`src/rtl/seven_seg_scan_driver.sv`:
```
// Time-multiplexed seven-segment scan driver with frame-synchronous double buffering.
// Optional: define SEVEN_SEG_LZ_SUPPRESS_EN to darken leading-zero digits.
module seven_seg_scan_driver #(
  parameter int NUM_DIGITS       = 4,
  parameter int DIGIT_CYCLES     = 1024,
  parameter int BLANK_CYCLES     = 16,
  parameter bit DIGIT_ACTIVE_LOW = 1'b1
) (
  input  logic                    i_clk,
  input  logic                    i_rst_n,
  input  logic [4*NUM_DIGITS-1:0] i_value_in,
  input  logic [NUM_DIGITS-1:0]   i_dp_in,
  input  logic                    i_load,
  input  logic                    i_blank,
  output logic [6:0]              o_segout,
  output logic                    o_dp_out,
  output logic [NUM_DIGITS-1:0]   o_digit_en,
  output logic                    o_frame_done
);
  localparam int CMAX = (DIGIT_CYCLES > BLANK_CYCLES) ? DIGIT_CYCLES : BLANK_CYCLES;
  localparam int CW   = (CMAX > 2) ? $clog2(CMAX) : 1;
  localparam int IW   = (NUM_DIGITS > 1) ? $clog2(NUM_DIGITS) : 1;
  localparam logic [CW-1:0] DIG_LAST = CW'(DIGIT_CYCLES - 1);
  localparam logic [CW-1:0] BLK_LAST = CW'((BLANK_CYCLES > 0) ? BLANK_CYCLES - 1 : 0);
  localparam logic [IW-1:0] IDX_LAST = IW'(NUM_DIGITS - 1);

  typedef enum logic {ST_BLANK, ST_SHOW} state_t;
  typedef logic [NUM_DIGITS-1:0][3:0] nib_t;

  function automatic logic [6:0] glyph(input logic [3:0] n);
    case (n)
      4'h0: glyph = 7'h3F;  4'h1: glyph = 7'h06;  4'h2: glyph = 7'h5B;  4'h3: glyph = 7'h4F;
      4'h4: glyph = 7'h66;  4'h5: glyph = 7'h6D;  4'h6: glyph = 7'h7D;  4'h7: glyph = 7'h07;
      4'h8: glyph = 7'h7F;  4'h9: glyph = 7'h67;  4'hA: glyph = 7'h77;  4'hB: glyph = 7'h7C;
      4'hC: glyph = 7'h39;  4'hD: glyph = 7'h5E;  4'hE: glyph = 7'h79;
      default: glyph = 7'h71;
    endcase
  endfunction

  state_t                r_state, w_state_nxt;
  logic [IW-1:0]         r_idx, w_idx_nxt;
  logic [CW-1:0]         r_cnt, w_cnt_nxt;
  nib_t                  r_disp, r_shadow, w_disp_nxt, w_shadow_nxt;
  logic [NUM_DIGITS-1:0] r_dpd, r_sdp, w_dpd_nxt, w_sdp_nxt;
  logic                  r_pend, w_pend_nxt;
  logic                  w_boundary, w_lit;
  logic [3:0]            w_nib;
  logic [NUM_DIGITS-1:0] w_onehot, w_lz, w_den_nxt;
  logic [6:0]            r_seg, w_seg_nxt;
  logic                  r_dpo, w_dpo_nxt, r_fd;
  logic [NUM_DIGITS-1:0] r_den;

  always_comb begin
    w_state_nxt  = r_state;
    w_idx_nxt    = r_idx;
    w_cnt_nxt    = r_cnt + CW'(1);
    w_boundary   = 1'b0;
    case (r_state)
      ST_BLANK: if (BLANK_CYCLES == 0 || r_cnt == BLK_LAST) begin
        w_state_nxt = ST_SHOW;
        w_cnt_nxt   = '0;
      end
      ST_SHOW: if (r_cnt == DIG_LAST) begin
        w_cnt_nxt = '0;
        if (r_idx == IDX_LAST) begin
          w_idx_nxt  = '0;
          w_boundary = 1'b1;
        end else begin
          w_idx_nxt = r_idx + IW'(1);
        end
        if (BLANK_CYCLES != 0) w_state_nxt = ST_BLANK;
      end
      default: w_state_nxt = ST_BLANK;
    endcase

    // A load landing on the boundary edge bypasses the shadow and is shown at once.
    w_shadow_nxt = r_shadow;
    w_sdp_nxt    = r_sdp;
    w_pend_nxt   = r_pend;
    w_disp_nxt   = r_disp;
    w_dpd_nxt    = r_dpd;
    if (i_load) begin
      w_shadow_nxt = i_value_in;
      w_sdp_nxt    = i_dp_in;
      w_pend_nxt   = 1'b1;
    end
    if (w_boundary) begin
      if (i_load || r_pend) begin
        w_disp_nxt = w_shadow_nxt;
        w_dpd_nxt  = w_sdp_nxt;
      end
      w_pend_nxt = 1'b0;
    end

    // Outputs are decoded from next-state so they change on the same edge as the scan.
    w_lit               = (w_state_nxt == ST_SHOW) && !i_blank;
    w_nib               = w_disp_nxt[w_idx_nxt];
    w_onehot            = '0;
    w_onehot[w_idx_nxt] = w_lit;
    w_seg_nxt           = (w_lit && !w_lz[w_idx_nxt]) ? ~glyph(w_nib) : 7'h7F;
    w_dpo_nxt           = w_lit ? ~w_dpd_nxt[w_idx_nxt] : 1'b1;
    w_den_nxt           = DIGIT_ACTIVE_LOW ? ~w_onehot : w_onehot;
  end

`ifdef SEVEN_SEG_LZ_SUPPRESS_EN
  always_comb begin
    logic z;
    z    = 1'b1;
    w_lz = '0;
    for (int i = NUM_DIGITS - 1; i > 0; i--) begin
      z       = z && (w_disp_nxt[i] == 4'h0);
      w_lz[i] = z && !w_dpd_nxt[i];
    end
  end
`else
  assign w_lz = '0;
`endif

  always_ff @(posedge i_clk) begin
    if (!i_rst_n) begin
      r_state  <= ST_BLANK;
      r_idx    <= '0;
      r_cnt    <= '0;
      r_disp   <= '0;
      r_dpd    <= '0;
      r_shadow <= '0;
      r_sdp    <= '0;
      r_pend   <= 1'b0;
      r_seg    <= 7'h7F;
      r_dpo    <= 1'b1;
      r_den    <= {NUM_DIGITS{DIGIT_ACTIVE_LOW}};
      r_fd     <= 1'b0;
    end else begin
      r_state  <= w_state_nxt;
      r_idx    <= w_idx_nxt;
      r_cnt    <= w_cnt_nxt;
      r_disp   <= w_disp_nxt;
      r_dpd    <= w_dpd_nxt;
      r_shadow <= w_shadow_nxt;
      r_sdp    <= w_sdp_nxt;
      r_pend   <= w_pend_nxt;
      r_seg    <= w_seg_nxt;
      r_dpo    <= w_dpo_nxt;
      r_den    <= w_den_nxt;
      r_fd     <= w_boundary;
    end
  end

  assign o_segout     = r_seg;
  assign o_dp_out     = r_dpo;
  assign o_digit_en   = r_den;
  assign o_frame_done = r_fd;
endmodule

```
`config.mk`:
```
export PLATFORM = sky130hd
export DESIGN_NAME = seven_seg_scan_driver
export DESIGN_NICKNAME = d
export VERILOG_FILES = /design/src/rtl/seven_seg_scan_driver.sv
export SDC_FILE = /design/constraint.sdc
export NUM_CORES = 1
export LEC_CHECK = 0
export BUFFER_PORTS_ARGS = -buffer_cell sky130_fd_sc_hd__buf_2
export CORE_MARGIN = 1
export CORE_UTILIZATION = 42
export CTS_CLUSTER_DIAMETER = 60
export DETAILED_ROUTE_END_ITERATION = 10
export PLACE_DENSITY = 0.69
export SLEW_MARGIN = 20
export SYNTH_ARGS = -nofsm -noshare
export SYNTH_HDL_FRONTEND = slang
export SYNTH_SLANG_ARGS = --single-unit
export TNS_END_PERCENT = 50
```
`constraint.sdc`:
```
create_clock -name i_clk -period 3.3 [get_ports i_clk]
set_input_delay 0.165 -clock i_clk [delete_from_list [all_inputs] [get_ports i_clk]]
set_output_delay 0.165 -clock i_clk [all_outputs]
set_load 0.005 [all_outputs]
```
## Word level (Yosys, flattened, before mapping)

Memory sizes are Yosys's and may differ from the RTL's.
Cells that the tools add are included.

- Bits in read-only memories: 112
- Logic and storage cells: 67
- Output and inout port bits: 13
- Input port bits: 24
- Memory bits (writable): 0
- Bits in registers: 67
- Memories: 1
- Latch bits: 0

- Reduce and logical (&&, ||, !) cells: 9
- Div/mod/pow operators: 0
- Muxes and demuxes: 26
- Multiply operators: 0
- Magnitude comparators: 2
- Equality and inequality tests: 3
- Add/sub/neg operators: 2
- Bitwise logic cells: 6
- Shift-type cells: 0

Memory list:

| name | words | bits a word | read ports | clocked after Yosys merged registers in | write ports | line | RTL |
|---|---|---|---|---|---|---|---|
| (no name shown) | 16 | 7 | 1 | 0 | 0 | 31 | `case (n)` |

Operators by type and width:

| kind | count |
|---|---|
| 16-bit 2-to-1 mux | 3 |
| 10-bit 2-to-1 mux | 2 |
| 10-bit case mux with 2 select lines | 1 |
| 4-bit 2-to-1 mux | 4 |
| 10-bit by 1-bit adder with 10-bit output (second input constant) | 1 |
| 10-bit equality test (second input constant) | 1 |
| 10-bit by 4-bit equality test with 1-bit output (second input constant) | 1 |
| 4-bit binary-select mux with 2-bit select | 1 |
| 1-bit 2-to-1 mux | 8 |
| 7-bit NOT | 1 |
| 2-bit 2-to-1 mux | 3 |
| 4-bit bitwise AND | 1 |
| 1-bit binary-select mux with 2-bit select | 2 |
| 4-bit NOT | 1 |
| 2-bit AND reduction | 2 |
| 1-bit logical AND | 3 |
| 2-bit by 3-bit less-than comparator with 1-bit output (second input constant) | 1 |
| 1-bit NOT | 3 |
| 2-bit by 1-bit adder with 2-bit output (second input constant) | 1 |
| 1-bit demux with 2-bit select | 1 |
| 2-bit equality test (second input constant) | 1 |
| 2-bit by 1-bit greater-or-equal comparator with 1-bit output (second input constant) | 1 |
| 1-bit logical NOT | 2 |
| 1-bit case mux with 2 select lines | 1 |
| 2 further kinds | 2 |

## Longest topological paths before layout

- Word-level depth: 10
- Gate-level depth with buffers: 14

## Worst setup path after synthesis

Ideal clock, no wire load.

- Path type: register -> register
- Start point: reg r_cnt[0]
- End point: reg r_seg[3], in the netlist o_segout[3]
- Arrival: 3.082 ns
- Path buffers: 1
- Cell stages (with the launch flop): 12
- Setup slack: 0.087 ns
- Period minus slack after synthesis: 3.213 ns
- Path through: dfxtp_1 ha_1 nand3_1 nor3_2 mux2i_2 buf_2 mux2i_1 mux2i_4 ha_1 mux2_1 o22ai_1 o21ai_1

- Word-level cells in the longest chain between the ends: 8

Ends and longest elaborated chain:

| item | line | RTL |
|---|---|---|
| start, declared | 42 | `logic [CW-1:0] r_cnt, w_cnt_nxt;` |
| start signal, assigned | 136 | `r_cnt <= w_cnt_nxt;` |
| 10-bit equality test | 63 | `ST_SHOW: if (r_cnt == DIG_LAST) begin` |
| 1-bit 2-to-1 mux or 2-bit 2-to-1 mux (tied branches) | 63 |  |
| 1-bit 2-to-1 mux or 2-bit 2-to-1 mux (tied branches) | 58 | `case (r_state)` |
| 16-bit 2-to-1 mux or 1-bit binary-select mux with 2-bit select (tied branches) | 87, 100 |  |
| 4-bit binary-select mux with 2-bit select or 1-bit 2-to-1 mux (tied branches) | 97, 100 |  |
| 4-bit 2-to-1 mux (implied by the code) or 1-bit logical NOT (tied branches) | 97, 100 |  |
| memory 16 x 7 bit or 1-bit logical AND (tied branches) | n/a |  |
| 7-bit NOT or 2-bit AND reduction (tied branches) | n/a |  |
| end signal, assigned | 142 | `r_seg <= w_seg_nxt;` |
| end, declared | 49 | `logic [6:0] r_seg, w_seg_nxt;` |

Several ways; a longest one is shown, not always the timed one. The select of a mux whose other input is x is not followed.
A chain may end at the register's enable or synchronous reset.

## Final worst setup path

- Start point: reg r_cnt[4]
- End point: reg r_seg[4], in the netlist o_segout[4]

The elaborated chain is that of the path after synthesis.

==> parameters.txt <==
Parameter                              Value

Clock tree
  Buffers from clock root to sink, at most ... 2
  Post-cts hold buffer count ... 0
  H-tree depth ... 3
  Sink count of the clock tree ... 67
  Worst-path clk slew ... roughly 70 ps
  Clock insertion delay at the later pin of the skew report ... 340 ps
  Root Buffer ... sky130_fd_sc_hd__clkbuf_8
  CTS tree ... yes
  TritonCTS Buffers ... 9

Setup path
  Startpoint type of the worst setup path ... flop
  WP data required ... 3530 ps
  Arrival time reported for the critical path endpoint ... 3370 ps
  Endpoint kind of the worst setup timing path ... flop
  Worst setup path category ... reg2reg
  Worst-path maximum fanout ... 14

GRT
  Wire length of the first global-routing pass ... 9560 um
  Aggregate global-route resource usage ... 16.9%
  Number of global-route vias before repair ... ~2,200
  Initial antenna violation count ... 0
  Global route overflow ... 0
  Largest net degree at the start of global routing ... between 40 and 50

Synth
  Synthesized instance count ... 308
  Cell types occupying the most area after synthesis ... sky130_fd_sc_hd__dfxtp_1, sky130_fd_sc_hd__mux2i_1, sky130_fd_sc_hd__nor2b_1
  Sequential area share after synthesis ... roughly 44%
  Post-synthesis area per instance ... slightly below 10 um^2
  Number of library cell types mapped by synthesis ... 45
  Dominant cell type by area after synthesis ... sky130_fd_sc_hd__dfxtp_1
  Warning count from the yosys run ... 0
  Count of state elements after synthesis ... 67
  Cell area after technology mapping ... 0.00302 mm^2
  Post-synth top area share ... 44.5%
  Net Count, Synth ... 339

Route
  Wire length per cell after detailed routing ... about 13 um
  Residual DRC count ... 0
  Detailed-route wire length ... approximately 6000 um
  Post-detailed-route via-to-cell ratio ... 5.08
  Vias ... ~2,300
  Initial drt markers ... a little over 60
  Antenna viol nets, final ... 0
  Length of the first detailed-routing pass in iterations ... 4

Timing
  Relative max-transition margin ... 51.2%
  Final Critical Period ... 3140 ps
  Slew of the pin with the lowest slew margin ... about 700 ps
  PnR worst setup slack ... 155 ps
  Final Slew Violations ... 0
  Fraction of the cycle the final worst path needs ... 95.3%
  Final-report hold violation count ... 0
  Setup clock skew after layout ... between 8 and 9 ps
  Highest clock rate ... between 300 and 400 MHz
  Setup-failing EPs final ... 0
  RSZ-0062 raised after global routing ... true

Placement
  Port-buffer cells ... 36
  Place WS ... 214 ps
  Placed wire-length estimate ... 3980 um
  Weighted congestion reported at the end of routability-driven placement ... 0.925
  DP Area ... around 0.0033 mm^2

Floorplanning
  Die Footprint ... 0.00753 mm^2
  Horiz. Die Dim ... 86.8 um
  Die H ... 86.8 um
  Initial Utilization ... 43.9%
  Area of the core ... 0.00687 mm^2
  I/O pins ... 37
  Std-Cell Rows ... 30

Job
  Number of max-cap violations ... 0

Status
  Run status ... finished clean

Power and ir drop
  Power density relative to cell area ... 432 mW/mm^2
  Worst voltage drop across the vdd grid ... between 0.2 and 0.3 mV
  Sum of internal, switching and leakage power ... about 1.5 mW
  Leakage power summed over all cells ... about 1.5 nW

Layout
  Final standard cell area without fillers ... around 0.0035 mm^2
  Number of nets at the end of the flow ... 382
  Layout cell share with drive strength beyond 1 ... between 20% and 30%
  Area overhead of the layout relative to synthesis ... 17.2%
  Antenna fix cells ... 0
  Final core area utilization ... 51.5%

Hold path
  Hold Crit Class ... in2reg
[logic make-up (layout without fill, tap and decap cells)]
kind of cell	after synthesis	count (layout)	synth area share, %
buf+inv	22	67	3.61
mux	42	42	15.1
compound gates	42	42	9.17
fa+ha+maj	7	7	2.90
xor+xnor	7	7	2.03
flops	67	67	44.5
simple gates	121	123	22.7
[synth_stat cells, drive strengths merged]
master,n
a211oi,4
a21boi,5
a21oi,15
a221o,3
and2,8
and2b,1
buf,7
clkbuf,10
dfxtp,67
ha,7
inv,5
mux2,7
mux2i,35
nand2,10
nand2b,6
nand3,5
nand3b,5
nand4,3
nor2,30
nor2b,34
nor3,3
nor3b,1
nor4,4
o211ai,2
o21ai,5
o22ai,2
o311ai,1
o31ai,1
o41ai,4
or2,1
or3,3
or3b,4
or4,3
xnor2,4
xor2,3
[stage by stage]
| stage | hold slack, ps | cells | TNS [ps] |
|---|---|---|---|
| floorplan | 319 | 308 | 0 |
| global placement | 431 | 433 | 0 |
| detailed placement | 441 | 433 | 0 |
| CTS | 96.9 | 448 | 0 |
| global route | 110 | 451 | -11.1 |
| finish | 119 | 451 | 0 |
[routing by layer]
metal / vias to the layer above / global-route usage [%] / wire (um)
met2: 43 / 27.6 / 2770
met3: 13 / 6.48 / 234
met4: 0 / 8.94 / 153
met5: - / 0 / 0
li1: 1162 / - / -
met1: 1073 / 19.0 / 2820
[worst paths after layout]
kind            endpoint  slack, ps  cells past startpoint     startpoint
min          r_shadow[6]        120                      3  i_value_in[6]
min reg2reg     r_cnt[0]        450                      1       r_cnt[0]
max reg2reg  o_segout[4]        160                      8       r_cnt[4]
max          o_segout[4]        160                      8       r_cnt[4]
[placed cells by master (no fill, tap or decap), drive strengths merged, types with 5 or more instances in the layout]
master  instances
mux2i          35
dfxtp          67
nor2           30
nand3b          5
nand2          10
or4             5
clkbuf         13
ha              7
buf            47
and2            8
a21oi          15
nor2b          34
nand2b          6
nand3           5
a21boi          5
mux2            7
inv             5
o21ai           5
[critical path: stages (launching register included)]
cell and delay, ps:
sky130_fd_sc_hd__dfxtp_1 440, sky130_fd_sc_hd__nand4_2 240, sky130_fd_sc_hd__buf_4 260, sky130_fd_sc_hd__or3_1 420, sky130_fd_sc_hd__a211oi_1 390, sky130_fd_sc_hd__mux2i_1 150, sky130_fd_sc_hd__mux2i_2 600, sky130_fd_sc_hd__mux2i_1 160
sky130_fd_sc_hd__a221o_1 370
[where the power goes]
group	internal [mW]	switching, mW	total [mW]
sequential	0.827	0.00808	0.835
combinational	0.0391	0.0376	0.0767
clock	0.328	0.289	0.616
total	1.19	0.334	1.53
[timing repair]
action	CTS	global route
endpoints found under the setup margin	0	1
buffers inserted	0	1
gates resized for setup	0	4
[state kept, by name, summed over array words and instances (netlist names)]
| register | count |
|---|---|
| r_cnt | 10 |
| o_dp_out | 1 |
| r_dpd | 4 |
| o_frame_done | 1 |
| r_disp | 16 |
| r_sdp | 4 |
| o_digit_en | 4 |
| r_state | 1 |
| r_shadow | 16 |
| o_segout | 7 |
| r_idx | 2 |
| r_pend | 1 |
[cell type report]
class | instances | area, um^2
clock inverters | 2 | 10.0
flip-flops and latches | 67 | 1340
well taps | 96 | 120
repair buffers | 47 | 275
clock buffers | 13 | 169
multi-input cells | 221 | 1600
fillers | 647 | 3330
inverters | 5 | 18.8
No activity file was read; power rests on OpenSTA's default activity.
